$ cat src/rtl/hazard_forward_unit.sv
// Hazard detection and ALU forwarding control for the 5-stage pipeline.
// Tracks one in-flight mul/div result and counts stall cycles.
module hazard_forward_unit #(
  parameter int AW         = 5,
  parameter int NUM_SRC    = 2,
  parameter int MULDIV_LAT = 4,
  parameter int CNT_W      = 16
) (
  input  logic                   clk,
  input  logic                   rst,
  input  logic [NUM_SRC*AW-1:0]  id_src_addr,
  input  logic                   id_is_muldiv,
  input  logic                   dx_valid,
  input  logic [NUM_SRC*AW-1:0]  dx_src_addr,
  input  logic [AW-1:0]          dx_dest_addr,
  input  logic                   dx_is_load,
  input  logic                   dx_is_muldiv,
  input  logic                   write_reg_xm,
  input  logic [AW-1:0]          write_reg_addr_xm,
  input  logic                   write_reg_mw,
  input  logic [AW-1:0]          write_reg_addr_mw,
  input  logic                   stat_clr,
  output logic [2*NUM_SRC-1:0]   fwd_sel,
  output logic                   stall,
  output logic                   bubble_dx,
  output logic                   muldiv_busy,
  output logic [CNT_W-1:0]       stall_count
);

  localparam int CLOG = $clog2(MULDIV_LAT + 1);
  localparam int CW   = (CLOG < 3) ? 3 : CLOG;

  logic [CW-1:0]          cnt_q, cnt_d;
  logic [AW-1:0]          pend_q, pend_d;
  logic [CNT_W-1:0]       sc_q, sc_d;
  logic [2*NUM_SRC-1:0]   fwd;
  logic                   busy;
  logic                   lu_hit;
  logic                   raw_hit;
  logic                   lu_hz;
  logic                   raw_hz;
  logic                   st_hz;
  logic                   hz;

  always_comb begin
    fwd     = '0;
    lu_hit  = 1'b0;
    raw_hit = 1'b0;
    for (int i = 0; i < NUM_SRC; i++) begin
      if (write_reg_xm && write_reg_addr_xm != '0 &&
          write_reg_addr_xm == dx_src_addr[i*AW +: AW])
        fwd[2*i +: 2] = 2'b10;
      else if (write_reg_mw && write_reg_addr_mw != '0 &&
               write_reg_addr_mw == dx_src_addr[i*AW +: AW])
        fwd[2*i +: 2] = 2'b01;
      if (dx_dest_addr == id_src_addr[i*AW +: AW])
        lu_hit = 1'b1;
      if (pend_q == id_src_addr[i*AW +: AW])
        raw_hit = 1'b1;
    end
  end

  assign busy   = (cnt_q != '0);
  assign lu_hz  = dx_valid && dx_is_load &&
                  (dx_dest_addr != '0) && lu_hit;
  assign raw_hz = busy && (pend_q != '0) && raw_hit;
  assign st_hz  = busy && id_is_muldiv;
  assign hz     = lu_hz || raw_hz || st_hz;

  // Outputs read as idle for the whole reset window
  assign fwd_sel     = rst ? '0 : fwd;
  assign stall       = !rst && hz;
  assign bubble_dx   = !rst && hz;
  assign muldiv_busy = !rst && busy;
  assign stall_count = sc_q;

  always_comb begin
    cnt_d  = cnt_q;
    pend_d = pend_q;
    if (dx_valid && dx_is_muldiv) begin
      cnt_d  = CW'(MULDIV_LAT);
      pend_d = dx_dest_addr;
    end else if (busy) begin
      cnt_d = cnt_q - 1'b1;
    end
  end

  always_comb begin
    sc_d = sc_q;
    if (stat_clr)
      sc_d = '0;
    else if (hz && !(&sc_q))
      sc_d = sc_q + 1'b1;
  end

  always_ff @(posedge clk or posedge rst) begin
    if (rst) begin
      cnt_q  <= '0;
      pend_q <= '0;
      sc_q   <= '0;
    end else begin
      cnt_q  <= cnt_d;
      pend_q <= pend_d;
      sc_q   <= sc_d;
    end
  end

endmodule

$ cat config.mk
export PLATFORM = sky130hd
export DESIGN_NAME = hazard_forward_unit
export DESIGN_NICKNAME = d
export VERILOG_FILES = /design/src/rtl/hazard_forward_unit.sv
export SDC_FILE = /design/constraint.sdc
export NUM_CORES = 1
export LEC_CHECK = 0
export ABC_AREA = 1
export CELL_PAD_IN_SITES_DETAIL_PLACEMENT = 2
export CELL_PAD_IN_SITES_GLOBAL_PLACEMENT = 2
export CORE_UTILIZATION = 27
export CTS_BUF_LIST = sky130_fd_sc_hd__clkbuf_8 sky130_fd_sc_hd__clkbuf_16
export DETAILED_ROUTE_END_ITERATION = 12
export PLACE_DENSITY_LB_ADDON = 0.1
export SKIP_LAST_GASP = 1
export SYNTH_ARGS = -nofsm -noshare
export SYNTH_HDL_FRONTEND = slang
export SYNTH_SLANG_ARGS = --single-unit
$ cat constraint.sdc
create_clock -name clk -period 3 [get_ports clk]
set_input_delay 0.3 -clock clk [delete_from_list [all_inputs] [get_ports clk]]
set_output_delay 0.3 -clock clk [all_outputs]
set_load 0.05 [all_outputs]
---- Yosys cells after proc, flatten, opt, wreduce, memory -nomap -nowiden ----
Index checks and enable logic that the tools add are counted.
W data, S select, Z words.
storage, ports and cells
  output and inout port bits .............. 23
  input port bits ......................... 44
  logic and storage cells ................. 54
  register bits after elaboration ......... 24
cells by class
  reduce and logical (&&, ||, !) cells .... 28
  add/sub/neg operators ................... 2
  equality and inequality tests ........... 8
  mux-type cells .......................... 13
operators with widths
  kind                     number
  $eq A5 B5 Y1             8
  $mux W16                 2
  $reduce_bool A5 Y1       4
  $add A16 B1 Y16 const B  1
  $logic_and A1 B1 Y1      16
  $reduce_and A16 Y1       1
  $mux W1                  6
  $mux W3                  2
  $mux W2                  2
  $mux W4                  1
  $reduce_bool A2 Y1       2
  $reduce_bool A3 Y1       1
  $sub A3 B1 Y3 const B    1
  $logic_not A1 Y1         2
  $logic_or A1 B1 Y1       2

---- Logic depth before layout (Yosys ltp) ----
  word-level depth ........................ 9
  gate-level depth with buffers ........... 13
  mapped depth without buffers ............ 12

---- Worst setup path after synthesis ----
OpenSTA, ideal clock, no wires.
  path kind ............................... input-to-output
  start point ............................. input port rst
  end point ............................... output port fwd_sel[2]
  required time ........................... 2.700 ns
  cell stages on the path ................. 3
  buffers on the path ..................... 0
  path slack .............................. 0.602 ns
  arrival time ............................ 2.098 ns
  cells stage by stage .................... inv_1 > nand3_1 > nor3_1
between the ends
  longest elaborated chain between the ends .. 1
ends and longest elaborated chain
  what                RTL line  RTL
  start: declaration  10        input logic rst,
  $mux W4             71        assign fwd_sel = rst ? '0 : fwd;
  end: declaration    23        output logic [2*NUM_SRC-1:0] fwd_sel,
No other way between the ends.

---- Final worst setup path ----
  start point ............................. input port write_reg_addr_mw[2]
  end point ............................... output port fwd_sel[0]
between the ends
  longest elaborated chain between the ends .. 6
  elaborated cells on any way between the ends .. 7
  classes of those cells .................. 1 x eq/ne; 3 x mux; 3 x reduce/logical
ends and longest elaborated chain
  what                   RTL line  RTL
  start: declaration     21        input logic [AW-1:0] write_reg_addr_mw,
  $reduce_bool A5 Y1     53        else if (write_reg_mw && write_reg_addr_mw != '0 &&
  $logic_and A1 B1 Y1    53
  $logic_and A1 B1 Y1 *  53
  $mux W1 *              53
  $mux W2 *              50        if (write_reg_xm && write_reg_addr_xm != '0 &&
  $mux W4 *              71
Every way passes the cells marked *; elsewhere a longest branch is shown, timed or not.

==> results.sh <==
export IMPL_startpoint="write_reg_addr_mw[2]"
export IMPL_async_reset_ff_share_pct=100
export IMPL_gr_total_overflow=0
export IMPL_ff2ff_setup_slack_ns=0.87
export IMPL_antenna_found_initial=0
export IMPL_critPathLaunchType="primary input"
export IMPL_rows=32
export IMPL_drive_gt1_share_pct=8.29
export IMPL_worstSetupPathType="primary input to primary output"
export IMPL_p_leak_nw=1.43
export IMPL_vias=2299
export IMPL_grt_pass1_vias=2460
export IMPL_ys_seq_area_share_pct=27.9
export IMPL_synth_edf_count=0
export IMPL_skew_ns=0.00253
export IMPL_switching_share_pct=40.4
export IMPL_cts_max_level=1
export IMPL_synthCells=323
export IMPL_clock_path_buffers=2
export IMPL_ctsHoldBuffers=0
export IMPL_synth_top_family_by_area="simple AND/OR/NAND/NOR gates"
export IMPL_instances_no_fill=488
export IMPL_vias_per_cell=4.71
export IMPL_port_buffers=66
export IMPL_synth_mux_area_share_pct=0
export IMPL_grt_usage_pct=18.2
export IMPL_worstPathArrival_ns=2.33
export IMPL_core_area_um2=7730
export IMPL_r2r_start="stall_count[0]"
export IMPL_synth_top_cells_by_area="dfrtp_1 (28%), nand2_1 (16%), xor2_1 (8.6%), nand3_1 (7.2%), inv_1 (6.6%)"
export IMPL_yosysTopAreaCellShare_pct=27.9
export IMPL_synth_xor_area_share_pct=14.7
export IMPL_die_width_um=91.3
export IMPL_gp_congestion=0.764
export IMPL_first_pass_iters=4
export IMPL_cap_violations=0
export IMPL_insertion_delay_ns=0.27
export IMPL_clock_sinks=24
export IMPL_die_height_um=91.3
export IMPL_whs_ns=0.378
export IMPL_p_switching_mw=0.440
export IMPL_ys_top_cells_by_count="nand2_1 (91), inv_1 (38), nand3_1 (31), nor2_1 (26), dfrtp_1 (24)"
export IMPL_synth_simple_area_share_pct=40.5
export IMPL_finalHoldViolations=0
export IMPL_worstPathRequired_ns=2.70
export IMPL_synth_fp_nets=370
export IMPL_timing_final_crit_share_pct=87.8
export IMPL_drcViolationCount=0
export IMPL_synth_cell_types=29
export IMPL_status="completed"
export IMPL_reg2reg_to="stall_count[14]"
export IMPL_end_kind="primary output"
export IMPL_start_util_pct=27.8
export IMPL_drt_wl_total_mm=7.13
export IMPL_tightest_slew_ns=0.623
export IMPL_clkSlewWorstSetupHoldPaths_ns=0.09
export IMPL_cts_buffers=3
export IMPL_netlist_area_um2=2150
export IMPL_ys_ff_latch=24
export IMPL_yosys_warnings=0
export IMPL_grt_pass1_wl_mm=12.1
export IMPL_power_total_mw=1.09
export IMPL_fp_dieArea_um2=8330
export IMPL_nets=435
export IMPL_fin_setup_tns_ns=0
export IMPL_dp_hpwl_mm=5.89
export IMPL_hp_class="primary input to asynchronous set/reset pin"
export IMPL_syn_avg_cell_area_um2=6.66
export IMPL_area_growth_pct=38.2
export IMPL_synth_most_common_cell="nand2_1"
export IMPL_num_io_pins=67
export IMPL_dp_cells=485
export IMPL_p_seq_share_pct=36.5
export IMPL_n_fill_cell=940
export IMPL_finalSetupViolCount=0
export IMPL_cts_tree="yes"
export IMPL_slew_viol_final=0
export IMPL_detail_route_wl_per_cell_um=14.6
export IMPL_cts_root_buf="clkbuf_8"
export IMPL_vdd_drop_max_mv=0.179
export IMPL_ys_flop_type="dfrtp_1"
export IMPL_synthAdderAreaFrac_pct=1.75
export IMPL_clkPwrFrac_pct=18.2
export IMPL_p_int_mw=0.648
export IMPL_fmaxAchievable_mhz=380
export IMPL_ant_nets=0
export IMPL_drt_iter0_markers=41
export IMPL_slew_limit_headroom_pct=58.4
export IMPL_critical_path_max_fanout=3
export IMPL_n_antenna_cell=0
export IMPL_fin_crit_ns=2.63
export IMPL_comb_power_share_pct=45.3
export IMPL_cts_resized=0
export IMPL_grt_max_degree=21
export IMPL_cts_setup_buffers=0
export IMPL_p_per_area_nw_per_um2=366
export IMPL_rsz0062_at_grt="no"
export IMPL_reg2reg_depth=11
export IMPL_final_util_pct=38.5
export IMPL_synth_compound_area_share_pct=4.19
export IMPL_synth_top_cell_by_area="dfrtp_1"
export IMPL_endpoint="fwd_sel[0]"
## layer usage
layer  up-vias  GRT usage (%)  share of wire (%)
li1       1145              -                  -
met1      1113           23.5                 48
met2        37           32.7                 49
met3         4           2.51                2.7
met4         0           2.38               0.53
met5         -              0                  0
## how the worst min path moves through the flow
| stage | startpoint | end | cells past startpoint |
|---|---|---|---|
| floorplan | rst | cnt_q[0] | 1 |
| global placement | cnt_q[1] | cnt_q[1] | 2 |
| detailed placement | pend_q[2] | pend_q[2] | 2 |
| CTS | rst | pend_q[4] | 2 |
| global route | rst | pend_q[3] | 2 |
| finish | rst | pend_q[2] | 2 |
## flip-flops by register name, indices dropped and copies added, names as in the netlist
signal and count:
cnt_q 3, pend_q 5, stall_count 16
## layout make-up
cell class,count,area (um2),area share [%]
Tap cell,102,128,4.29
Multi-Input combinational cell,242,1320,44.2
Inverter,48,180,6.06
Sequential cell,24,601,20.2
Clock buffer,3,41.3,1.39
Timing Repair Buffer,69,708,23.8
## critical path, cell delays in order
cell and delay, ns:
clkdlybuf4s50_1 0.55, xnor2_1 0.14, nand3_1 0.09, nor3_1 0.16
o211ai_1 0.11, nor3_1 0.14, clkdlybuf4s50_1 0.83
## layout by cell type (no fill, tap or decap)
| cell | n |
|---|---|
| nor2_2 | 1 |
| xor2_1 | 21 |
| buf_12 | 3 |
| a21oi_1 | 3 |
| ha_1 | 3 |
| nand4_1 | 18 |
| clkdlybuf4s50_1 | 61 |
| clkbuf_8 | 3 |
| nor4_1 | 2 |
| nor2_4 | 2 |
| clkinv_1 | 2 |
| nor3_1 | 7 |
| nand2_1 | 91 |
| o211ai_1 | 1 |
| o21ai_0 | 10 |
| inv_2 | 8 |
| nand3_2 | 2 |
| o41ai_1 | 1 |
| nand3_1 | 31 |
| a31o_2 | 1 |
| inv_1 | 38 |
| buf_4 | 5 |
| or2_2 | 4 |
| nand4_4 | 1 |
| nor2_1 | 26 |
| dfrtp_1 | 24 |
| nand2_4 | 2 |
| xnor2_1 | 15 |
## through the flow
stage / worst slack, ns / area (um2)
2_1_floorplan: 0.602 / 2150
3_3_place_gp: 0.393 / 2930
3_5_place_dp: 0.322 / 2930
4_1_cts: 0.319 / 2970
5_1_grt: 0.177 / 2970
6_report: 0.367 / 2970
## power by group through the flow
stage / Sequential [mW] / Clock (mW) / Combinational [mW]
floorplan: 0.421 / 0 / 0.286
detailed placement: 0.404 / 0 / 0.503
finish: 0.397 / 0.198 / 0.494
global route: 0.403 / 0.219 / 0.549
CTS: 0.398 / 0.212 / 0.506
global placement: 0.400 / 0 / 0.485
## cell families (layout without fill, tap and decap cells)
family,count (synthesis),in the layout
AO/OA/AOI/OAI,16,16
XOR/XNOR,36,36
adder cells (fa/ha/maj),3,3
buffers and inverters,57,120
flip-flops,24,24
AND/OR/NAND/NOR,187,187
Power figures use the tool's default switching activity.
